<file path="src/rtl/game_select_debouncer_if.sv">
// Bundles the button-side inputs and the conditioned outputs of the
// game-select debouncer.
//
// Handshake: there is no valid/ready pair. 'count' is a one-cycle strobe
// that the consumer must take in the cycle it is high; it is never held or
// replayed. 'btn_level', 'busy' and 'dbg_state' are plain levels, valid
// every cycle.
interface game_select_debouncer_if;
  logic       btn_in;
  logic       enable;
  logic       count;
  logic       btn_level;
  logic       busy;
  logic [1:0] dbg_state;

  modport master (
    output btn_in,
    output enable,
    input  count,
    input  btn_level,
    input  busy,
    input  dbg_state
  );

  modport slave (
    input  btn_in,
    input  enable,
    output count,
    output btn_level,
    output busy,
    output dbg_state
  );
endinterface

</file>
<file path="src/rtl/game_select_debouncer.sv">
// Game-select pushbutton conditioner: 2-FF synchronizer, stability-checking
// debounce FSM and a post-pulse cooldown lockout. One press yields at most
// one single-cycle 'count' pulse, and none while the cooldown is running.
module game_select_debouncer #(
  parameter int DEBOUNCE_CYCLES = 500000,
  parameter int COOLDOWN_CYCLES = 2500000,
  parameter bit BTN_ACTIVE_LOW  = 1'b1
) (
  input  logic                         clk,
  input  logic                         rst,
  game_select_debouncer_if.slave       bus
);

  localparam int MAX_CYC = (DEBOUNCE_CYCLES > COOLDOWN_CYCLES) ?
                           DEBOUNCE_CYCLES : COOLDOWN_CYCLES;
  localparam int CW = $clog2(MAX_CYC + 1);
  localparam logic [CW-1:0] DEB_MAX   = CW'(DEBOUNCE_CYCLES);
  localparam logic [CW-1:0] COOL_LOAD = CW'(COOLDOWN_CYCLES);
  // Pin level that means "not pressed"; the synchronizer resets to it.
  localparam logic REL_LEVEL = BTN_ACTIVE_LOW;

  typedef enum logic [1:0] {
    S_IDLE      = 2'd0,
    S_PRESS_CHK = 2'd1,
    S_HELD      = 2'd2,
    S_REL_CHK   = 2'd3
  } state_t;

  logic          r_s1;
  logic          r_s2;
  state_t        r_state;
  logic [CW-1:0] r_deb;
  logic [CW-1:0] r_cool;
  logic          r_count;
  logic          r_busy;

  logic          w_p;
  logic          w_fire;
  logic [CW-1:0] w_cool_next;

  // Two-flop synchronizer for the asynchronous button pin.
  always_ff @(posedge clk) begin
    if (rst) begin
      r_s1 <= REL_LEVEL;
      r_s2 <= REL_LEVEL;
    end else begin
      r_s1 <= bus.btn_in;
      r_s2 <= r_s1;
    end
  end

  // Normalised press level: 1 = pressed regardless of pin polarity.
  assign w_p = BTN_ACTIVE_LOW ? ~r_s2 : r_s2;

  // Fire only on a confirmed press, with pulses enabled and no lockout active;
  // otherwise the press is dropped for good.
  always_comb begin
    w_fire = 1'b0;
    if ((r_state == S_PRESS_CHK) && w_p && (r_deb == DEB_MAX) &&
        bus.enable && (r_cool == '0)) begin
      w_fire = 1'b1;
    end
  end

  // Cooldown next value: load on fire (only possible when already zero),
  // else count down and saturate at zero.
  always_comb begin
    w_cool_next = r_cool;
    if (w_fire) begin
      w_cool_next = COOL_LOAD;
    end else if (r_cool != '0) begin
      w_cool_next = r_cool - 1'b1;
    end
  end

  // Debounce FSM with registered pulse/busy outputs and cooldown counter.
  always_ff @(posedge clk) begin
    if (rst) begin
      r_state <= S_IDLE;
      r_deb   <= '0;
      r_cool  <= '0;
      r_count <= 1'b0;
      r_busy  <= 1'b0;
    end else begin
      r_count <= w_fire;
      r_cool  <= w_cool_next;
      r_busy  <= (w_cool_next != '0);
      case (r_state)
        S_IDLE: begin
          if (w_p) begin
            r_state <= S_PRESS_CHK;
            r_deb   <= CW'(1);
          end
        end
        S_PRESS_CHK: begin
          if (!w_p) begin
            r_state <= S_IDLE;
            r_deb   <= '0;
          end else if (r_deb == DEB_MAX) begin
            r_state <= S_HELD;
            r_deb   <= '0;
          end else begin
            r_deb <= r_deb + 1'b1;
          end
        end
        S_HELD: begin
          if (!w_p) begin
            r_state <= S_REL_CHK;
            r_deb   <= CW'(1);
          end
        end
        S_REL_CHK: begin
          if (w_p) begin
            r_state <= S_HELD;
            r_deb   <= '0;
          end else if (r_deb == DEB_MAX) begin
            r_state <= S_IDLE;
            r_deb   <= '0;
          end else begin
            r_deb <= r_deb + 1'b1;
          end
        end
        default: begin
          r_state <= S_IDLE;
          r_deb   <= '0;
        end
      endcase
    end
  end

  assign bus.count     = r_count;
  assign bus.busy      = r_busy;
  assign bus.btn_level = (r_state == S_HELD) || (r_state == S_REL_CHK);
  assign bus.dbg_state = r_state;

endmodule

</file>
<file path="src/flat_wrapper.sv">
// flat-port wrapper written by rule: the top's interface ports become plain ports
module game_select_debouncer_flat 
#(
  parameter int DEBOUNCE_CYCLES = 500000,
  parameter int COOLDOWN_CYCLES = 2500000,
  parameter bit BTN_ACTIVE_LOW  = 1'b1
)
  (clk, rst, bus_btn_in, bus_enable, bus_count, bus_btn_level, bus_busy, bus_dbg_state);
  game_select_debouncer_if bus_i ();
  input  logic clk;
  input  logic rst;
  input wire logic [$bits(bus_i.btn_in)-1:0] bus_btn_in;
  input wire logic [$bits(bus_i.enable)-1:0] bus_enable;
  output wire logic [$bits(bus_i.count)-1:0] bus_count;
  output wire logic [$bits(bus_i.btn_level)-1:0] bus_btn_level;
  output wire logic [$bits(bus_i.busy)-1:0] bus_busy;
  output wire logic [$bits(bus_i.dbg_state)-1:0] bus_dbg_state;
  assign bus_i.btn_in = bus_btn_in;
  assign bus_i.enable = bus_enable;
  assign bus_count = bus_i.count;
  assign bus_btn_level = bus_i.btn_level;
  assign bus_busy = bus_i.busy;
  assign bus_dbg_state = bus_i.dbg_state;
  game_select_debouncer #(.DEBOUNCE_CYCLES(DEBOUNCE_CYCLES), .COOLDOWN_CYCLES(COOLDOWN_CYCLES), .BTN_ACTIVE_LOW(BTN_ACTIVE_LOW)) u_core (.clk(clk), .rst(rst), .bus(bus_i));
endmodule
</file>
<file path="config.mk">
export PLATFORM = sky130hd
export DESIGN_NAME = game_select_debouncer_flat
export DESIGN_NICKNAME = d
export VERILOG_FILES = /design/src/rtl/game_select_debouncer_if.sv /design/src/rtl/game_select_debouncer.sv /design/src/flat_wrapper.sv
export SDC_FILE = /design/constraint.sdc
export NUM_CORES = 1
export LEC_CHECK = 0
export BUFFER_PORTS_ARGS = -buffer_cell sky130_fd_sc_hd__buf_2
export CAP_MARGIN = 20
export CORE_ASPECT_RATIO = 0.8
export CORE_MARGIN = 1
export CORE_UTILIZATION = 40
export DETAILED_ROUTE_END_ITERATION = 12
export MAX_ROUTING_LAYER = met4
export REMOVE_ABC_BUFFERS = 1
export SYNTH_ARGS = -nofsm -noshare
export SYNTH_HDL_FRONTEND = slang
export SYNTH_SLANG_ARGS = --single-unit
</file>
<file path="constraint.sdc">
create_clock -name clk -period 7.65 [get_ports clk]
set_input_delay 0.3825 -clock clk [delete_from_list [all_inputs] [get_ports clk]]
set_output_delay 0.3825 -clock clk [all_outputs]
set_load 0.005 [all_outputs]
</file>
==> results.cfg, run 1 <==
[routing]
vias_per_cell = 5.72
routedWlPerCell_um = 14.3
drt_pre_antenna_iters = 4
vias = 2484
wirelength_um = 6190
antenna_left = 0
drt_iter0_drc = 241
drc = 0

[clock_tree]
cts-root-buf = clkbuf_8
postCtsSetupBuffers = 0
cts_resized = 0
clockBufferDepth = 2
cts_num_sinks = 50
clk_pin_slew_ns = 0.09
numCtsBuffers = 5
cts_hold_buf = 0
cts_tree = yes
clock_latency_ns = 0.30
cts_htree_levels = 2

[floorplan]
num_io_pins = 9
die_height_um = 75.6
die_x_um = 94.0
initial_utilization = 0.418
coreArea_um2 = 6470
rows = 26
die_area_um2 = 7100

[sta]
rsz0062_at_grt = no
slew_headroom = 0.408
worstMarginPinSlew_ns = 0.881
hold_violations = 0
setup-violations-final = 0
max_freq_mhz = 332
period_minus_slack_ns = 3.01
tns_ns = 0
min_period_over_period = 0.393
slew_viol_final = 0
fin_skew_ns = 0.00718

[power]
clkPwrFrac = 0.166
vdd_drop_max_mv = 0.193
p_comb_frac = 0.497
leakage_nw = 0.999
power_frac_seq = 0.337
powerDensity_nw_per_um2 = 389
swShare = 0.413
power.switching_mw = 0.464
power.internal_mw = 0.659

[outcome]
status = completed

[logic_synthesis]
synth_ff_type = dfxtp_1
synthArstFlopShare = 0
synth_warnings = 0
synthDistinctLibCells = 47
ys_seq_area_frac = 0.370
avgSynthCellArea_um2 = 7.73
synth-seq-cells = 50
syn_inst = 350
syn-cell-area_um2 = 2710
synth-edff-count = 0

[setup_path]
cp.required_ns = 7.81
path_max_fanout = 17
cp.arrival_ns = 3.16
reg2reg_slack_ns = 4.64
worstSetupPathType = register to register
setup.worst_path.end_class = register
cp-start-kind = register

[cells_and_area]
fin_nets = 356
final_cells = 434
antenna_cells = 0
final_cell_mix = nor2_1, dfxtp_1, a21oi_1
final_common_cell = nor2_1
syn2layout_area_growth_pct = 6.61
design_area_um2 = 2890
layout-drive-gt1-share = 0.0771

[flow_run]
maxCapViolCount = 0

[placement]
io_buffers = 8
place_area_um2 = 2780
place_congestion = 0.868
post-dp-hpwl_um = 4360
placed_cells = 426

[grt]
grt_pass1_vias = 2062
grt_start_max_net_pins = 44
overflow = 0
antenna_found_initial = 0
track_usage = 0.196
grt_pass1_wl_um = 10500

[min_path]
hold_path.class = input pin to register
-- Yosys cell counts (3+ instances only) --
cell / n / area [um2]
or2_2: 4 / 25.0
nand4_1: 4 / 25.0
and3_1: 4 / 25.0
a31oi_1: 3 / 18.8
nor4_1: 13 / 81.3
xnor2_1: 10 / 87.6
and2_1: 5 / 31.3
nor3b_1: 6 / 45.0
nor2b_1: 5 / 31.3
nor3_1: 14 / 70.1
ha_1: 3 / 37.5
nor2_1: 66 / 248
clkbuf_1: 13 / 48.8
or2_1: 3 / 18.8
a211oi_1: 7 / 52.6
nand2_1: 20 / 75.1
a311oi_1: 6 / 52.6
xor2_1: 3 / 26.3
o21ai_0: 20 / 100
a21oi_1: 26 / 130
inv_1: 7 / 26.3
or3_1: 8 / 50.1
nand2b_1: 3 / 18.8
nand3_1: 16 / 80.1
dfxtp_1: 50 / 1000
-- worst paths after layout --
path                     from               to  depth (start not counted)
max reg2reg  u_core.r_cool[0]  u_core.bus.busy                          9
min                bus_btn_in      u_core.r_s1                          2
max          u_core.r_cool[0]  u_core.bus.busy                          9
min reg2reg       u_core.r_s1      u_core.r_s2                          1
-- power by group through the flow --
stage	clock, mW	combinational (mW)	sequential [mW]
2_1_floorplan	0	0.456	0.363
3_3_place_gp	0	0.553	0.384
3_5_place_dp	0	0.551	0.382
4_1_cts	0.194	0.555	0.376
5_1_grt	0.203	0.630	0.387
6_report	0.187	0.559	0.378
-- metrics by stage --
step	setup slack [ns]	power, mW	utilization	hold slack [ns]
finish	4.64	1.12	0.446	0.261
global route	4.42	1.22	0.446	0.248
CTS	4.65	1.12	0.446	0.245
detailed placement	4.68	0.933	0.429	0.400
global placement	4.71	0.937	0.429	0.392
floorplan	5.03	0.819	-	0.389
-- routing by layer --
layer,vias up,track usage,share of wire
met5,-,-,0
met4,0,0.0513,0.0095
met3,5,0.0369,0.064
met2,79,0.249,0.38
met1,1143,0.305,0.55
li1,1257,-,-
-- flip-flops by register name, indices dropped and copies added, names as in the netlist, named ones only --
| name | flops |
|---|---|
| u_core.bus.busy | 1 |
| u_core.bus.count | 1 |
| u_core.bus.dbg_state | 1 |
| u_core.r_cool | 22 |
| u_core.r_deb | 22 |
| u_core.r_s1 | 1 |
| u_core.r_s2 | 1 |
-- worst max-delay path, cell delays in order, from the launching register on --
cell and delay (ns):
dfxtp_1 0.37, inv_1 0.11, ha_1 0.20, or4b_4 0.52, or3_1 0.38, nor3_4 0.56, or4b_4 0.25, o2111ai_1 0.10
and4bb_1 0.30, a31oi_1 0.08
-- layout make-up --
type | instances | area, um2
fill | 659 | 3590
tap | 84 | 105
sequential | 50 | 1000
clock buffer | 6 | 72.6
timing repair buffer | 8 | 40.0
inverter | 7 | 26.3
multi-input combinational | 277 | 1600
clock inverter | 2 | 37.5
-- cells by family (layout without fill, tap and decap cells) --
| logic type | after synthesis | count (layout) | share of synthesized area |
|---|---|---|---|
| simple gates | 186 | 186 | 0.365 |
| compound gates | 72 | 72 | 0.160 |
| buf+inv | 23 | 23 | 0.0379 |
| fa+ha+maj | 3 | 3 | 0.0139 |
| mux | 3 | 3 | 0.0116 |
| flops | 50 | 50 | 0.370 |
| xor+xnor | 13 | 13 | 0.0421 |
No activity file was read; power rests on OpenSTA's default activity.
==> run 2, diff against run 1 <==
==> constraint.sdc (replaced) <==
create_clock -name clk -period 2.7 [get_ports clk]
set_input_delay 0.135 -clock clk [delete_from_list [all_inputs] [get_ports clk]]
set_output_delay 0.135 -clock clk [all_outputs]
set_load 0.005 [all_outputs]
==> run 2 against run 1 <==
- utilization grew 2.7 points
- combinational power rose to 3.3 times the previous value
- via count up 1.4%
- largest cell class unchanged
- clock skew is 0.0024 ns higher
- flip-flop and latch count unchanged
- global-route usage grew 1.1 points
- register-to-register slack got worse by 4.5 ns
- design area grew 6.1%
- sequential share of layout area fell by 2.0 points
- setup slack worse by 4.5 ns
- critical endpoint unchanged
==> results.cfg, run 2 (synthesis results as in run 1) <==
[power]
powerDensity_nw_per_um2 = 1120
leakage_nw = 1.11
totalPowerFinal_mw = 3.43
vdd_drop_max_mv = 0.607

[placement]
post-dp-hpwl_um = 4650
placed_cells = 445
place_congestion = 0.920
io_buffers = 8
dp_slack_ns = 0.0126

[cells_and_area]
final_cells = 455
fin_util = 0.473
antenna_cells = 0
regArea_um2 = 1000
reg_top3 = u_core.r_cool: 22 flops, u_core.r_deb: 22 flops
multiInputGateArea_um2 = 1620
fin_nets = 377
final_common_cell = nor2_1
final_cell_mix = nor2_1, dfxtp_1, a21oi_1
fill_cells = 640
syn2layout_area_growth_pct = 13.1
layout-drive-gt1-share = 0.135

[clock_tree]
cts_num_sinks = 50
clk_pin_slew_ns = 0.10
numCtsBuffers = 5
clockBufferDepth = 2
cts-root-buf = clkbuf_8
clock_latency_ns = 0.30
cts_tree = yes
cts_htree_levels = 2

[sta]
min_period_over_period = 0.954
fin_skew_ns = 0.00961
whs_ns = 0.335
hold_violations = 0
slew_headroom = 0.573
rsz0062_at_grt = no
worstMarginPinSlew_ns = 0.640
setup-violations-final = 0
max_freq_mhz = 388
period_minus_slack_ns = 2.57
layout_setup_ws_ns = 0.125
slew_viol_final = 0

[floorplan]
die_area_um2 = 7100
rows = 26
initial_utilization = 0.418
die_height_um = 75.6
coreArea_um2 = 6470
num_io_pins = 9
die_x_um = 94.0

[grt]
overflow = 0
grt_start_max_net_pins = 34
track_usage = 0.207
grt_pass1_vias = 2193
grt_pass1_wl_um = 11000
antenna_found_initial = 0

[setup_path]
cpPeakStageDelay_ns = 0.51
setup.worst_path.end_class = register
cp-start-kind = register
path_max_fanout = 6
slowest_stage = or4_4
worstSetupPathType = register to register
cp.required_ns = 2.86
path_cells = inv_1, ha_1, or4b_4, or4_4, or2_4, nor2_1, o2111ai_1, and4bb_1, a31oi_1
cp.arrival_ns = 2.74

[routing]
vias_per_cell = 5.54
antenna_left = 0
vias = 2519
routedWlPerCell_um = 14.2
drt_pre_antenna_iters = 5
wirelength_um = 6450
drt_iter0_drc = 202
drc = 0

[flow_run]
maxCapViolCount = 0

[min_path]
hold_path.class = input pin to register

[outcome]
status = completed
-- run 2: metal layers --
metal / vias to the layer above / share of wire / GRT usage
met4: 0 / 0.0054 / 0.0427
met5: - / 0 / -
met3: 2 / 0.060 / 0.0509
met1: 1159 / 0.55 / 0.318
met2: 63 / 0.38 / 0.266
li1: 1295 / - / -
-- run 2: critical path, delay by kind of cell, from the launching register on --
kind            cells  cell delay [ns]
fa+ha+maj           1             0.16
buf+inv             1             0.08
compound gates      2             0.19
flops               1             0.32
simple gates        5             1.68
-- run 2: cell type report --
cell class                 instances  area share
clock buffer                       6      0.0237
clock inverter                     2      0.0123
inverter                           7     0.00859
multi-input combinational        277       0.529
sequential                        50       0.327
tap                               84      0.0343
timing repair buffer              29      0.0654
-- run 2: power by group --
group | internal (mW) | leakage [nW] | switching [mW]
Sequential | 0.874 | 0.407 | 0.155
Clock | 0.277 | 0.0514 | 0.257
Combinational | 0.889 | 0.652 | 0.976
-- run 2: timing repair --
item	4_1_cts	5_1_grt
setup endpoints to repair	1	1
hold endpoints to repair	1	0
hold buffers	1	0
gates resized for setup	1	2
buffers inserted	0	1
pin swaps	0	1
-- run 2: final timing paths --
path                         start               end  slack, ns  cells after the start
setup / recovery  u_core.r_cool[0]   u_core.bus.busy       0.13                      9
hold / removal          bus_enable  u_core.bus.count       0.34                      5
setup reg to reg  u_core.r_cool[0]   u_core.bus.busy       0.13                      9
hold reg to reg        u_core.r_s1       u_core.r_s2       0.42                      1
-- run 2: stage by stage --
| step | area [um2] | TNS (ns) |
|---|---|---|
| 6_report | 3060 | 0 |
| 5_1_grt | 3060 | 0 |
| 4_1_cts | 3040 | 0 |
| 3_5_place_dp | 2920 | 0 |
| 3_3_place_gp | 2920 | -0.0605 |
| 2_1_floorplan | 2630 | 0 |
